==> src/rtl/join_digits.sv <==
// ============================================================================
// Module   : join_digits
// Purpose  : Joins a BCD tens digit and ones digit into a range-checked value.
// Revision : 1.0
// ============================================================================
`default_nettype none

module join_digits #(
  parameter int MAX_VAL = 59
) (
  input  logic       CLK,
  input  logic       RST,
  input  logic [3:0] DIGIT_IN,
  input  logic       DIGIT_VALID,
  output logic       DIGIT_READY,
  input  logic       CLEAR,
  output logic [5:0] DATA,
  output logic       DONE,
  output logic       ERR,
  output logic       BUSY,
  output logic [3:0] TENS_SHOWN
);

  typedef enum logic [1:0] {
    S_IDLE      = 2'd0,
    S_WAIT_ONES = 2'd1,
    S_ACCUM     = 2'd2,
    S_CHECK     = 2'd3
  } state_t;

  localparam logic [6:0] MAX_VAL_C = 7'(MAX_VAL);

  state_t     state_q, state_d;
  logic [3:0] tens_q, tens_d;
  logic [6:0] acc_q, acc_d;
  logic [5:0] data_q, data_d;
  logic       done_q, done_d;
  logic       err_q, err_d;
  logic [3:0] shown_q, shown_d;

  logic accept;
  logic digit_ok;

  assign DIGIT_READY = (state_q == S_IDLE) || (state_q == S_WAIT_ONES);
  assign BUSY        = (state_q != S_IDLE);
  assign accept      = DIGIT_VALID && DIGIT_READY;
  assign digit_ok    = (DIGIT_IN <= 4'd9);

  always_comb begin
    state_d = state_q;
    tens_d  = tens_q;
    acc_d   = acc_q;
    data_d  = data_q;
    shown_d = shown_q;
    done_d  = 1'b0;
    err_d   = 1'b0;

    // Abort takes priority over any handshake or pending check.
    if (CLEAR) begin
      state_d = S_IDLE;
      tens_d  = 4'd0;
      shown_d = 4'd0;
    end else begin
      case (state_q)
        S_IDLE: begin
          if (accept) begin
            if (digit_ok) begin
              tens_d  = DIGIT_IN;
              shown_d = DIGIT_IN;
              state_d = S_WAIT_ONES;
            end else begin
              err_d = 1'b1;
            end
          end
        end
        S_WAIT_ONES: begin
          if (accept) begin
            if (digit_ok) begin
              acc_d   = {3'b000, DIGIT_IN};
              state_d = S_ACCUM;
            end else begin
              err_d = 1'b1;
            end
          end
        end
        S_ACCUM: begin
          // Multiply-free join: add ten once per remaining tens count.
          if (tens_q != 4'd0) begin
            acc_d  = acc_q + 7'd10;
            tens_d = tens_q - 4'd1;
          end else begin
            state_d = S_CHECK;
          end
        end
        S_CHECK: begin
          if (acc_q <= MAX_VAL_C) begin
            data_d = acc_q[5:0];
            done_d = 1'b1;
          end else begin
            err_d = 1'b1;
          end
          state_d = S_IDLE;
        end
        default: state_d = S_IDLE;
      endcase
    end
  end

  always_ff @(posedge CLK or posedge RST) begin
    if (RST) begin
      state_q <= S_IDLE;
      tens_q  <= 4'd0;
      acc_q   <= 7'd0;
      data_q  <= 6'd0;
      done_q  <= 1'b0;
      err_q   <= 1'b0;
      shown_q <= 4'd0;
    end else begin
      state_q <= state_d;
      tens_q  <= tens_d;
      acc_q   <= acc_d;
      data_q  <= data_d;
      done_q  <= done_d;
      err_q   <= err_d;
      shown_q <= shown_d;
    end
  end

  assign DATA       = data_q;
  assign DONE       = done_q;
  assign ERR        = err_q;
  assign TENS_SHOWN = shown_q;

endmodule

`default_nettype wire
==> config.mk <==
export PLATFORM = sky130hd
export DESIGN_NAME = join_digits
export DESIGN_NICKNAME = d
export VERILOG_FILES = /design/src/rtl/join_digits.sv
export SDC_FILE = /design/constraint.sdc
export NUM_CORES = 1
export LEC_CHECK = 0
export CORE_ASPECT_RATIO = 0.6
export CORE_MARGIN = 5
export CORE_UTILIZATION = 41
export DETAILED_ROUTE_END_ITERATION = 12
export PLACE_DENSITY_LB_ADDON = 0.15
export SLEW_MARGIN = 10
export SYNTH_ARGS = -nofsm -noshare
export SYNTH_HDL_FRONTEND = slang
export SYNTH_SLANG_ARGS = --single-unit
==> constraint.sdc <==
create_clock -name CLK -period 5.45 [get_ports CLK]
set_clock_uncertainty 0.1 [all_clocks]
set_input_delay 1.09 -clock CLK [delete_from_list [all_inputs] [get_ports CLK]]
set_output_delay 1.09 -clock CLK [all_outputs]
set_load 0.05 [all_outputs]
==> results of run 1 <==
==> cell usage in the layout (no fill, tap or decap), types with 2 or more instances in the layout <==
cell	instances
a21oi_1	14
a31oi_1	2
clkbuf_8	3
clkdlybuf4s50_1	21
dfrtp_1	25
ha_1	8
inv_1	14
mux2_2	7
mux2i_1	3
nand2_1	13
nand2b_1	3
nand4_1	3
nor2_1	10
nor2b_1	2
nor3_1	2
o21a_1	2
o21ai_0	13
o31ai_1	3
or3_1	4
==> flip-flops by register name, indices dropped and copies added, names as in the netlist <==
register / flops
acc_q: 7
DATA: 6
TENS_SHOWN: 4
tens_q: 4
state_q: 2
DONE: 1
ERR: 1
==> kinds of logic (layout without fill, tap and decap cells) <==
kind of cell	after synthesis	count (layout)	share of synthesized area (%)
AO/OA/AOI/OAI	45	45	19.95
AND/OR/NAND/NOR	43	43	15.40
flip-flops	25	25	43.74
buffers and inverters	20	39	6.299
multiplexers	10	10	7.612
adder cells (fa/ha/maj)	8	8	6.999
==> path summary, 6_finish.rpt <==
kind | depth (start not counted) | startpoint | slack (ns) | end
setup reg to reg | 6 | state_q[0] | 2.78 | acc_q[6]
setup / recovery | 4 | state_q[0] | 2.19 | DIGIT_READY
hold reg to reg | 1 | DATA[3] | 0.41 | DATA[3]
hold / removal | 1 | DATA[3] | 0.41 | DATA[3]
min in group asynchronous | 2 | RST | 1.24 | DATA[1]
max in group asynchronous | 2 | RST | 3.43 | DATA[4]
==> power by group through the flow <==
stage,sequential (uW),clock (uW),combinational [uW]
6_report,306,111,473
3_5_place_dp,310,0,472
5_1_grt,316,121,512
2_1_floorplan,377,0,264
3_3_place_gp,305,0,464
4_1_cts,306,114,474
==> cell type report <==
type	count	area, um^2
clock buffer	3	41.29
clock inverter	1	5.005
fill	302	1598
inverter	14	52.55
multi-input combinational	106	714.4
sequential	25	625.6
tap	45	56.30
timing repair buffer	21	210.2
==> per-layer routing <==
metal / track usage (%) / share of wire, %
met1: 20.56 / 51
met2: 19.32 / 40
met3: 4.438 / 9.2
met4: 2.000 / 0.25
met5: 0 / 0
==> synth_stat cells (all sizes together) <==
cell type	n	area [um^2]
nor3	2	10.01
o221ai	1	8.760
mux2	7	78.83
and4	1	8.760
nand2	13	48.80
mux2i	3	30.03
a21oi	14	70.07
o21a	2	15.01
nor2b	2	12.51
o2111ai	1	8.760
o31ai	3	22.52
a2111oi	1	8.760
nor2	10	37.54
o311ai	1	8.760
o22a	1	8.760
or3	4	25.02
buf	2	22.52
and4bb	1	12.51
or2	1	6.260
inv	14	52.55
nand2b	3	18.77
dfrtp	25	625.6
a41o	1	10.01
o21ai	13	65.06
a31oi	2	12.51
nand4	3	18.77
a2111o	1	11.26
o41ai	1	8.760
a2bb2oi	1	8.760
nand3	1	5.000
clkbuf	4	15.01
and3b	1	8.760
a211o	1	8.760
ha	8	100.1
a31o	1	8.760
or4	1	7.510
==> critical path, stage by stage, from the launching register on <==
cell             delay [ns]
dfrtp_1                0.40
inv_1                  0.10
ha_1                   0.26
or2_2                  0.33
clkdlybuf4s50_1        0.71
==> per-stage QoR <==
| stage | instance area (um^2) | worst slack, ns | hold WS, ns |
|---|---|---|---|
| after global routing | 1705 | 2.107 | 0.4320 |
| after detailed placement | 1659 | 2.099 | 0.3942 |
| after floorplan | 1430 | 2.857 | 0.3537 |
| final | 1705 | 2.194 | 0.4100 |
| after global placement | 1659 | 2.159 | 0.3885 |
| after CTS | 1705 | 2.184 | 0.4148 |
==> impl_metrics.yaml, run 1 <==
pwr:
  p_switching_uw: 416.7
  switching_share_pct: 46.81
  p_seq_share_pct: 34.4
  totalPowerFinal_uw: 890.3
  combPwrFrac_pct: 53.2
  intPower_uw: 473.6
  clockPowerShare_pct: 12.5
  vdd_drop_max_uv: 298.9
  leakagePower_uw: 0.0007577
  cellPowerDensity_nw_per_um2: 522.1
setup_path:
  worst_setup_path_end_kind: "output pin"
  worst-setup-path-type: "flop to output pin"
  cp.arrival_ns: 2.07
  critPathRequiredTime_ns: 4.26
  worstPathMaxFanout: 5
  worst_setup_path_start_kind: "flop"
grt:
  antenna_found_initial: 0
  grt_max_degree: 26
  grt_usage_pct: 13.69
  grt_pass1_wl_um: 5313
  grt_overflow: 0
  grt_pass1_vias: 1111
min_path:
  holdCritPathClass: "flop to flop"
drt:
  drc: 0
  antenna_left: 0
  drt_iter0_markers: 137
  postRouteWirelength_um: 3169
  vias_per_cell: 5.605
  vias: 1205
  routedWlPerCell_um: 14.74
  firstDrtPassIters: 4
sta:
  fin_crit_sh_pct: 59.74
  setup_viol: 0
  maxSlewHeadroom_pct: 35.74
  slew_violations: 0
  worst_pin_slew_ns: 0.9628
  tns_ns: 0
  hold_violations: 0
  period_needed_ns: 3.256
  rsz0062_at_grt: "no"
  timing.fmax_ghz: 0.3072
floorplanning:
  die_h_um: 55.75
  io_pins: 22
  start_util_pct: 43.30
  die_w_um: 86.25
  fp-row-count: 16
  coreArea_um2: 3303
  die-area_um2: 4808
synthesis:
  synth_nets: 167
  netlist_instances: 151
  synth.distinct_cells: 36
  syn_area_um2: 1430
  yosysWarnings: 0
  syn_avg_cell_area_um2: 9.471
  ys_ff_latch: 25
  ys_seq_area_share_pct: 43.74
clock_network:
  h-tree-depth: 1
  numCtsBuffers: 3
  cts_tree: "done"
  root_buffer: "clkbuf_8"
  clk_latency_ns: 0.27
  hold_buffers: 0
  clock-sinks: 25
  cts.clk_slew.worst_paths_ns: 0.08
  ctsLongestPathBuffers: 2
  cts_resized: 0
  post_cts_buffers: 0
outcome:
  status: "complete, no violations"
placed_design:
  port_buffers: 21
  place.gp.congestion: 0.8718
  dp_hpwl_um: 2377
  dp_cells: 211
finish:
  fin_nets: 187
  diodes: 0
  fin_cells: 215
  areaGrowthSynthToFinish_pct: 19.25
  drive_above_1_share_pct: 7.647
  postLayoutCoreUtil_pct: 51.63
flow_run:
  cap_violations: 0
No activity file was read; power rests on OpenSTA's default activity.
==> run 2: changes to the inputs <==
==> constraint.sdc (replaced) <==
create_clock -name CLK -period 2.62 [get_ports CLK]
set_clock_uncertainty 0.1 [all_clocks]
set_input_delay 0.524 -clock CLK [delete_from_list [all_inputs] [get_ports CLK]]
set_output_delay 0.524 -clock CLK [all_outputs]
set_load 0.05 [all_outputs]
==> impl_metrics.yaml, run 2 (synthesis gave the netlist of run 1 again) <==
outcome:
  status: "complete, no violations"
pwr:
  p_switching_uw: 865.6
  combPwrFrac_pct: 53.9
  switching_share_pct: 46.34
  leakagePower_uw: 0.0008151
  clockPowerShare_pct: 12.4
  intPower_uw: 1002
  vdd_drop_max_uv: 389.3
  p_seq_share_pct: 33.7
  cellPowerDensity_nw_per_um2: 1049
floorplanning:
  die-area_um2: 4808
  die_w_um: 86.25
  die_h_um: 55.75
  io_pins: 22
  fp-row-count: 16
  start_util_pct: 43.30
  coreArea_um2: 3303
clock_network:
  post_cts_buffers: 0
  h-tree-depth: 1
  root_buffer: "clkbuf_8"
  cts_tree: "done"
  ctsLongestPathBuffers: 2
  clk_latency_ns: 0.27
  clock-sinks: 25
  numCtsBuffers: 3
  cts.clk_slew.worst_paths_ns: 0.09
setup_path:
  worst_setup_path_end_kind: "output pin"
  critPathRequiredTime_ns: 2.00
  worstPathMaxFanout: 5
  worst-setup-path-type: "flop to output pin"
  reg2reg_setup_slack_ns: 0.29
  worst_setup_path_start_kind: "flop"
  cp.arrival_ns: 1.79
drt:
  antenna_left: 0
  drt_iter0_markers: 83
  drc: 0
  vias_per_cell: 5.458
  vias: 1228
  postRouteWirelength_um: 3268
  firstDrtPassIters: 4
  routedWlPerCell_um: 14.52
sta:
  setup_viol: 0
  period_needed_ns: 2.418
  worst_pin_slew_ns: 0.5508
  tns_ns: 0
  fin_crit_sh_pct: 92.28
  hold_violations: 0
  maxSlewHeadroom_pct: 62.33
  hold_ws_ns: 0.4108
  timing.fmax_ghz: 0.4136
  rsz0062_at_grt: "no"
  slew_violations: 0
grt:
  grt_max_degree: 26
  use_met2_pct: 18.77
  grt_overflow: 0
  antenna_found_initial: 0
  grt_pass1_vias: 1094
  grt_usage_pct: 14.06
  met3_usage_pct: 4.290
  grtUsageMet1_pct: 21.65
  grt.busiest_layer: "met1"
  grt_pass1_wl_um: 5451
finish:
  layout_commonest_cell: "dfrtp_1"
  final_cell_mix: "25 x dfrtp_1, 19 x clkdlybuf4s50_1, 14 x a21oi_1, 14 x inv_1"
  diodes: 0
  largest_reg_flops: 7
  areaGrowthSynthToFinish_pct: 24.50
  drive_above_1_share_pct: 12.22
  fin_nets: 197
  ff_latch_area_um2: 625.6
  multi_input_area_um2: 714.4
  top_register: "acc_q"
  n_fill_cell: 297
placed_design:
  dp_hpwl_um: 2472
  port_buffers: 21
  place.gp.congestion: 0.8478
flow_run:
  cap_violations: 0
min_path:
  holdCritPathClass: "flop to flop"
-- run 2: cell types whose count changed in the layout (fill, tap and decap cells not counted), sizes merged --
cell and change:
clkinv -1, dlymetal6s2s +1, dlygate4sd2 +1, clkbuf +1, clkdlybuf4s50 -2, buf +10
-- run 2: final cells by class --
| class | count | area share (%) |
|---|---|---|
| multi-input combinational | 106 | 40.13 |
| sequential | 25 | 35.14 |
| timing repair buffer | 31 | 16.09 |
| tap | 45 | 3.162 |
| inverter | 14 | 2.952 |
| clock buffer | 4 | 2.530 |
-- run 2: per-layer routing --
| metal | share of wire (%) | vias to the layer above | wire [um] |
|---|---|---|---|
| met2 | 39 | 38 | 1286 |
| met3 | 6.7 | 5 | 219 |
| met4 | 0.83 | 0 | 27 |
| met1 | 53 | 580 | 1735 |
| met5 | 0 | - | 0 |
| li1 | - | 605 | - |
-- run 2: critical path, stage by stage (launching register included) --
cell and delay (ns):
dfrtp_1 0.40, inv_1 0.09, ha_1 0.26, or2_2 0.33, dlygate4sd2_1 0.44
-- run 2: path summary, 6_finish.rpt --
check / from / depth (start not counted) / to
setup / recovery: state_q[0] / 4 / DIGIT_READY
hold / removal: DATA[2] / 1 / DATA[2]
setup reg to reg: tens_q[0] / 6 / acc_q[6]
hold reg to reg: DATA[2] / 1 / DATA[2]
max in group asynchronous: RST / 3 / tens_q[0]
min in group asynchronous: RST / 3 / DATA[1]
-- run 2: per-stage QoR --
step	utilization [%]	instance area, um^2	setup WS, ns	instances	power, uW
after floorplan	-	1430	0.4852	151	1334
after global placement	52.50	1734	0.1324	221	1633
after detailed placement	52.50	1734	0.08751	221	1649
after CTS	53.83	1778	0.03608	225	1876
after global routing	53.90	1780	0.09288	225	1992
final	53.90	1780	0.2022	225	1868
-- run 2: repair_timing --
item	CTS	global route
endpoints found under the setup margin	1	1
pin swaps	0	0
hold buffers	0	0
endpoints found under the hold margin	0	0
resized for setup	1	1
-- run 2: power by group through the flow --
| stage | logic [uW] | registers, uW | clock network (uW) |
|---|---|---|---|
| 2_1_floorplan | 549 | 784 | 0 |
| 3_3_place_gp | 999 | 634 | 0 |
| 3_5_place_dp | 1010 | 638 | 0 |
| 4_1_cts | 1010 | 630 | 240 |
| 5_1_grt | 1090 | 653 | 252 |
| 6_report | 1010 | 630 | 231 |
==> RTL change 1, RTL diff (config.mk and constraints of run 2) <==
Make the reset (`RST`) synchronous in one clocked block.
--- a/src/rtl/join_digits.sv
+++ b/src/rtl/join_digits.sv
@@ -106,7 +106,7 @@
     end
   end
 
-  always_ff @(posedge CLK or posedge RST) begin
+  always_ff @(posedge CLK) begin
     if (RST) begin
       state_q <= S_IDLE;
       tens_q  <= 4'd0;
Behaviour: differs if RST is asserted again (counterexample within 4 cycles, from zero or initial values and one cycle with RST high); with RST held inactive, the same outputs for 10 cycles.
==> RTL change 1 against run 2 <==
Design area fell by 5.1%. Sequential cell count did not move. Area after synthesis fell by 3.0%. Via count fell by 3.9%. Worst setup slack improved by 0.20 ns. Register-to-register slack improved by 0.31 ns. First-iteration DRC count fell by 37%. Core utilization fell by 2.1 points. Die area fell by 2.5%. Worst hold slack got worse by 0.053 ns. Wire length fell by 4.9%. Non-clock buffer count fell by 8. Largest cell class unchanged.
Power is not compared: it rests on default switching activity, and its combinational part moved more than twofold at a synthesized area within 25%.
==> RTL change 1: results (changes against run 2) <==
Parameter                              Value

Run status
  Result of the run ... finished clean

Worst setup path
  Top fanout value on the critical path ... 6 (+1)
  Family with the most delay on the worst path ... buffers and inverters
  Number of logic stages on the critical path including buffering ... 5 (+1)
  Worst flop-to-flop path endpoint ... acc_q[5]
  Reg-to-reg setup timing slack ... 0.60 ns (+0.31 ns)
  Delay of the slowest cell on the worst path ... 0.41 ns (-0.03 ns)
  Worst path slowest cell ... sky130_fd_sc_hd__dlymetal6s2s_1
  Number of cell instances on the worst register-to-register path ... 6 (unchanged)
  Worst setup path startpoint ... state_q[0]
  Arrival time at the worst endpoint ... 1.59 ns (-0.20 ns)

Clock tree
  Post-CTS clock slew at the launch and capture registers of the worst setup and hold paths ... 0.09 ns (about the same)
  CTS Buf Count ... 3 (unchanged)
  CTS Buffer Depth ... 2 (unchanged)
  Buffers inserted by post-CTS timing repair ... 0 (unchanged)
  H-tree depth ... 1 (unchanged)

Hold path
  End point of the most critical hold path ... TENS_SHOWN[0]
  Startpoint of the worst hold path ... TENS_SHOWN[0]
  WHS Path Cells ... 2 (+1)
  Path type of the worst min-delay path ... reg -> reg

Synthesis
  Biggest area contributors in the synthesized netlist ... sky130_fd_sc_hd__dfxtp_1 (36%), sky130_fd_sc_hd__mux2i_1 (8.7%), sky130_fd_sc_hd__ha_1 (7.2%)
  Nets in the synthesized netlist ... 172 (+3.0%)
  Share of the yosys chip area belonging to registers ... 36.1% (-7.7 points)
  Post-synth top flop ... sky130_fd_sc_hd__dfxtp_1
  Library cells used by synthesis ... 42 (+17%)
  Leading post-synthesis cells by instance count ... sky130_fd_sc_hd__dfxtp_1 (25), sky130_fd_sc_hd__nor2_1 (22), sky130_fd_sc_hd__a21oi_1 (15)
  Gate Count Post-Synth ... 156 (+3.3%)
  Async S/R FF share, synth ... 0% (-100 points)
  Warnings from Yosys ... 0 (unchanged)

Power
  Largest vdd supply drop ... 0.241 mV
  Leakage power ... 0.000659 uW

Final layout
  Number of filler instances in the final layout ... 308 (+3.7%)
  Layout Nets ... 195 (-1.0%)
  Number of diodes added for antenna fixing ... 0 (unchanged)
  Top reg by flops ... acc_q
  Share of layout cells above drive strength 1 ... 8.43% (-3.8 points)
  Max reg flops ... 7 (unchanged)

GRT
  Overall track demand over capacity in global routing ... 14.7% (+0.65 points)
  First-pass GRT wire length ... 5.42 mm (-0.64%)
  Pin count of the biggest net entering global routing ... 15 (-42%)
  Antenna violations before repair ... 0 (unchanged)
  Number of global-route vias before repair ... 1142 (+4.4%)

Routing
  DR vias/cell ... 5.29 (-3.0%)
  DRT Wirelength ... 3.11 mm (-4.9%)
  Detailed-route via count ... 1180 (-3.9%)
  Initial detailed-routing violation count ... 52 (-37%)

Placement
  Post-Place Cell Area ... 0.00164 mm2 (-5.4%)
  Placed wire-length estimate after detailed placement ... 2.45 mm (-1.0%)
  Number of placed cells counting well taps ... 219 (-0.90%)
  Routability cong. ... 0.729 (-14%)
  DP Worst Slack ... 0.316 ns (+0.229 ns)

STA
  Transition at the pin with the smallest max-transition slack ... 0.503 ns (-0.0474 ns)
RTL change 1: repair_timing:
item / CTS / global route
gates resized for setup: 0 / 1
setup endpoints to repair: 0 / 1
hold buffers: 0 / 0
RTL change 1: worst max-delay path by stage:
stage	end	slack, ns
after global routing	DIGIT_READY	0.27
after floorplan	acc_q[1]	0.83
final	DIGIT_READY	0.40
after detailed placement	DIGIT_READY	0.32
after global placement	DIGIT_READY	0.37
after CTS	DIGIT_READY	0.008
RTL change 1: final cells by class:
cell class	instances	area [um2]	share of cell area [%]
multi-input combinational	116	823	48.7
sequential	25	500	29.6
timing repair buffer	23	225	13.3
tap	45	56.3	3.33
clock buffer	3	41.3	2.44
inverter	10	37.5	2.22
clock inverter	1	5.00	0.296
RTL change 1: logic make-up (layout without fill, tap and decap cells):
logic type | Yosys count | after routing | synth area share [%]
fa+ha+maj | 8 | 8 | 7.21
compound gates | 39 | 39 | 20.3
buf+inv | 15 | 37 | 4.60
mux | 12 | 12 | 8.66
simple gates | 57 | 57 | 23.2
flops | 25 | 25 | 36.1
RTL change 1: where the power goes:
part	total [uW]	switching, uW	internal, uW
clock	231	124	107
combinational	120	71.1	49.1
sequential	393	6.65	387
total	744	202	542
RTL change 1: routing by layer:
layer,routed length [um],up-vias,share of wire [%],GRT usage (%)
li1,-,602,-,-
met1,1630,549,52,20.4
met2,1270,27,41,22.7
met3,196,2,6.3,3.99
met4,14,0,0.45,3.95
met5,0,-,0,0
RTL change 1: tightest hold or removal path, cell delays in order, from the launching register on:
cell and delay (ns):
sky130_fd_sc_hd__dfxtp_1 0.32, sky130_fd_sc_hd__nand2_1 0.05, sky130_fd_sc_hd__a21oi_1 0.05
RTL change 1: through the flow:
step	hold slack (ns)	total power, uW	util (%)
3_5_place_dp	0.351	522	50.3
6_report	0.358	744	51.8
5_1_grt	0.392	779	51.8
4_1_cts	0.361	751	51.7
3_3_place_gp	0.344	521	50.3
2_1_floorplan	0.359	482	-
==> RTL change 2, RTL diff (settings of run 2) <==
Made on the original files. Set the parameter `MAX_VAL` to 29 (it was 59).
--- a/src/rtl/join_digits.sv
+++ b/src/rtl/join_digits.sv
@@ -6,7 +6,7 @@
 `default_nettype none
 
 module join_digits #(
-  parameter int MAX_VAL = 59
+  parameter int MAX_VAL = 29
 ) (
   input  logic       CLK,
   input  logic       RST,
Function: changed (a bounded check fails within 10 cycles, from zero or initial values and one cycle with RST high).
==> RTL change 2 against run 2 <==
First-iteration DRC count grew 1.2%. Clock power increased by 2%. Worst setup slack got worse by 0.12 ns. Power shrank 2.8%. Via count fell by 8.9%. Sequential cell count did not move. Area after synthesis decreased by 0.44%. Sequential share of layout area grew 0.78 points. Largest cell class unchanged. Design area fell by 2.2%. Synthesized cell count down 4.0%. Sequential power decreased by 2%. Wire length shrank 4.8%.
==> RTL change 2: results (changes against run 2) <==
Parameter                              Value

Worst setup path
  Worst Setup Start Kind ... flip-flop
  Worst reg2reg startpoint ... state_q[0]
  Delay of the slowest cell on the worst path ... 0.79 ns (+0.35 ns)
  Arrival time at the worst endpoint ... 1.91 ns (+0.12 ns)
  Top fanout value on the critical path ... 6 (+1)
  Worst path slowest cell ... sky130_fd_sc_hd__clkdlybuf4s50_1
  Family with the most delay on the worst path ... buffers and inverters

Final layout
  Share of layout cells above drive strength 1 ... 10.7% (-1.6 points)
  Number of diodes added for antenna fixing ... 0 (unchanged)
  Top reg by flops ... acc_q
  Max reg flops ... 7 (unchanged)
  Layout Nets ... 186 (-5.6%)
  Number of filler instances in the final layout ... 317 (+6.7%)

Clock tree
  CTS Buffer Depth ... 2 (unchanged)
  Root buffer cell ... sky130_fd_sc_hd__clkbuf_8
  CTS Buf Count ... 3 (unchanged)
  H-tree depth ... 1 (unchanged)
  Post-CTS clock slew at the launch and capture registers of the worst setup and hold paths ... 0.09 ns (about the same)
  Skew-Pair Late Insertion Delay ... 0.27 ns (about the same)

GRT
  M2 GR Usage ... 19.8% (+0.99 points)
  Met3 layer usage reported by global route ... 4.29% (unchanged)
  Antenna violations before repair ... 0 (unchanged)
  Pin count of the biggest net entering global routing ... 26 (unchanged)
  First-pass GRT wire length ... 5.35 mm (-1.8%)
  Fraction of met1 tracks used by global routing ... 21.0% (-0.64 points)
  Overall track demand over capacity in global routing ... 13.9% (-0.13 points)

Hold path
  Path type of the worst min-delay path ... reg -> reg
  Startpoint of the worst hold path ... DATA[1]

Power
  Power density over the cells ... 1040 mW/mm2 (-0.64%)
  Leakage power ... 0.000781 uW (-4.2%)
  Largest vdd supply drop ... 0.471 mV (+21%)

Placement
  Placed wire-length estimate after detailed placement ... 2.37 mm (-4.1%)
  Post-Place Cell Area ... 0.00169 mm2 (-2.3%)
  Routability cong. ... 0.735 (-13%)
  Input/output buffers ... 21 (unchanged)

Synthesis
  Library cells used by synthesis ... 39 (+8.3%)
  Nets in the synthesized netlist ... 161 (-3.6%)
  Biggest area contributors in the synthesized netlist ... sky130_fd_sc_hd__dfrtp_1 (44%), sky130_fd_sc_hd__ha_1 (7.0%), sky130_fd_sc_hd__mux2i_1 (6.3%)
  Share of the yosys chip area belonging to registers ... 43.9% (+0.19 points)
  Leading post-synthesis cells by instance count ... sky130_fd_sc_hd__dfrtp_1 (25), sky130_fd_sc_hd__nor2_1 (16), sky130_fd_sc_hd__inv_1 (10)
  Warnings from Yosys ... 0 (unchanged)
  Async S/R FF share, synth ... 100% (unchanged)

Run
  Count of max-cap constraint violations ... 0 (unchanged)

STA
  Transition at the pin with the smallest max-transition slack ... 0.663 ns (+0.112 ns)

Routing
  Pre-Repair DR Iteration Count ... 4 (unchanged)
  DRT Wirelength ... 3.11 mm (-4.8%)
  Initial detailed-routing violation count ... 84 (+1.2%)
  Detailed-route via count ... 1119 (-8.9%)

Run status
  Result of the run ... finished clean
-- RTL change 2: cell types whose count changed after synthesis, moves of 3 or more --
| cell | delta |
|---|---|
| sky130_fd_sc_hd__a21boi_1 | +3 |
| sky130_fd_sc_hd__a21oi_1 | -7 |
| sky130_fd_sc_hd__buf_2 | +3 |
| sky130_fd_sc_hd__inv_1 | -4 |
| sky130_fd_sc_hd__mux2i_1 | +6 |
| sky130_fd_sc_hd__nand2_1 | -5 |
| sky130_fd_sc_hd__nor2_1 | +6 |
| sky130_fd_sc_hd__nor2b_1 | +3 |
| sky130_fd_sc_hd__o21ai_0 | -8 |
| sky130_fd_sc_hd__or3_1 | -3 |
-- RTL change 2: worst reg2reg max path, delay by kind of cell, from the launching register on --
| family | cells | cell delay, ns |
|---|---|---|
| and+or+nand+nor | 3 | 1.01 |
| buffers and inverters | 1 | 0.09 |
| DFF | 1 | 0.40 |
| muxes | 1 | 0.23 |
| adders and majority gates | 1 | 0.25 |
-- RTL change 2: area by class of cell --
cell class / count / share of cell area (%)
clock inverter: 1 / 0.431
tap: 45 / 3.23
multi-input combinational: 104 / 41.7
inverter: 10 / 2.16
timing repair buffer: 26 / 14.2
clock buffer: 3 / 2.37
sequential: 25 / 35.9
-- RTL change 2: cells by family (layout without fill, tap and decap cells) --
| logic type | Yosys count | in the layout | synth area share (%) |
|---|---|---|---|
| and+or+nand+nor | 50 | 50 | 18.5 |
| AOI/OAI and AO/OA | 30 | 30 | 13.6 |
| DFF | 25 | 25 | 43.9 |
| muxes | 16 | 16 | 11.9 |
| adders and majority gates | 8 | 8 | 7.03 |
| buffers and inverters | 16 | 40 | 5.01 |
-- RTL change 2: repair_timing --
action,CTS,global route
gates resized for setup,1,0
buffers inserted,0,0
setup endpoints to repair,1,0
-- RTL change 2: path summary, 6_finish.rpt --
kind / slack, ns / cells past startpoint / to
min: 0.41 / 1 / DATA[1]
min reg2reg: 0.41 / 1 / DATA[1]
max in group asynchronous: 1.67 / 3 / DONE
max: 0.08 / 4 / BUSY
min in group asynchronous: 0.51 / 3 / TENS_SHOWN[1]
max reg2reg: 0.47 / 6 / acc_q[6]
-- RTL change 2: metrics by stage --
step	total power [uW]	setup WS [ns]	instances
6_report	1820	0.0830	214
5_1_grt	1950	0.00271	214
4_1_cts	1830	0.0703	214
3_5_place_dp	1590	0.162	210
3_3_place_gp	1570	0.202	210
2_1_floorplan	1330	0.648	145
-- RTL change 2: report_power, final --
group / switching, uW / total, uW / internal (uW) / leakage, uW
Clock: 128 / 236 / 108 / 0.0000217
Sequential: 118 / 620 / 502 / 0.000335
Combinational: 581 / 959 / 378 / 0.000425
-- RTL change 2: per-layer routing --
metal	vias to the layer above	wire (um)
met2	25	1260
met4	0	10
met3	2	179
met5	-	0
li1	551	-
met1	541	1660
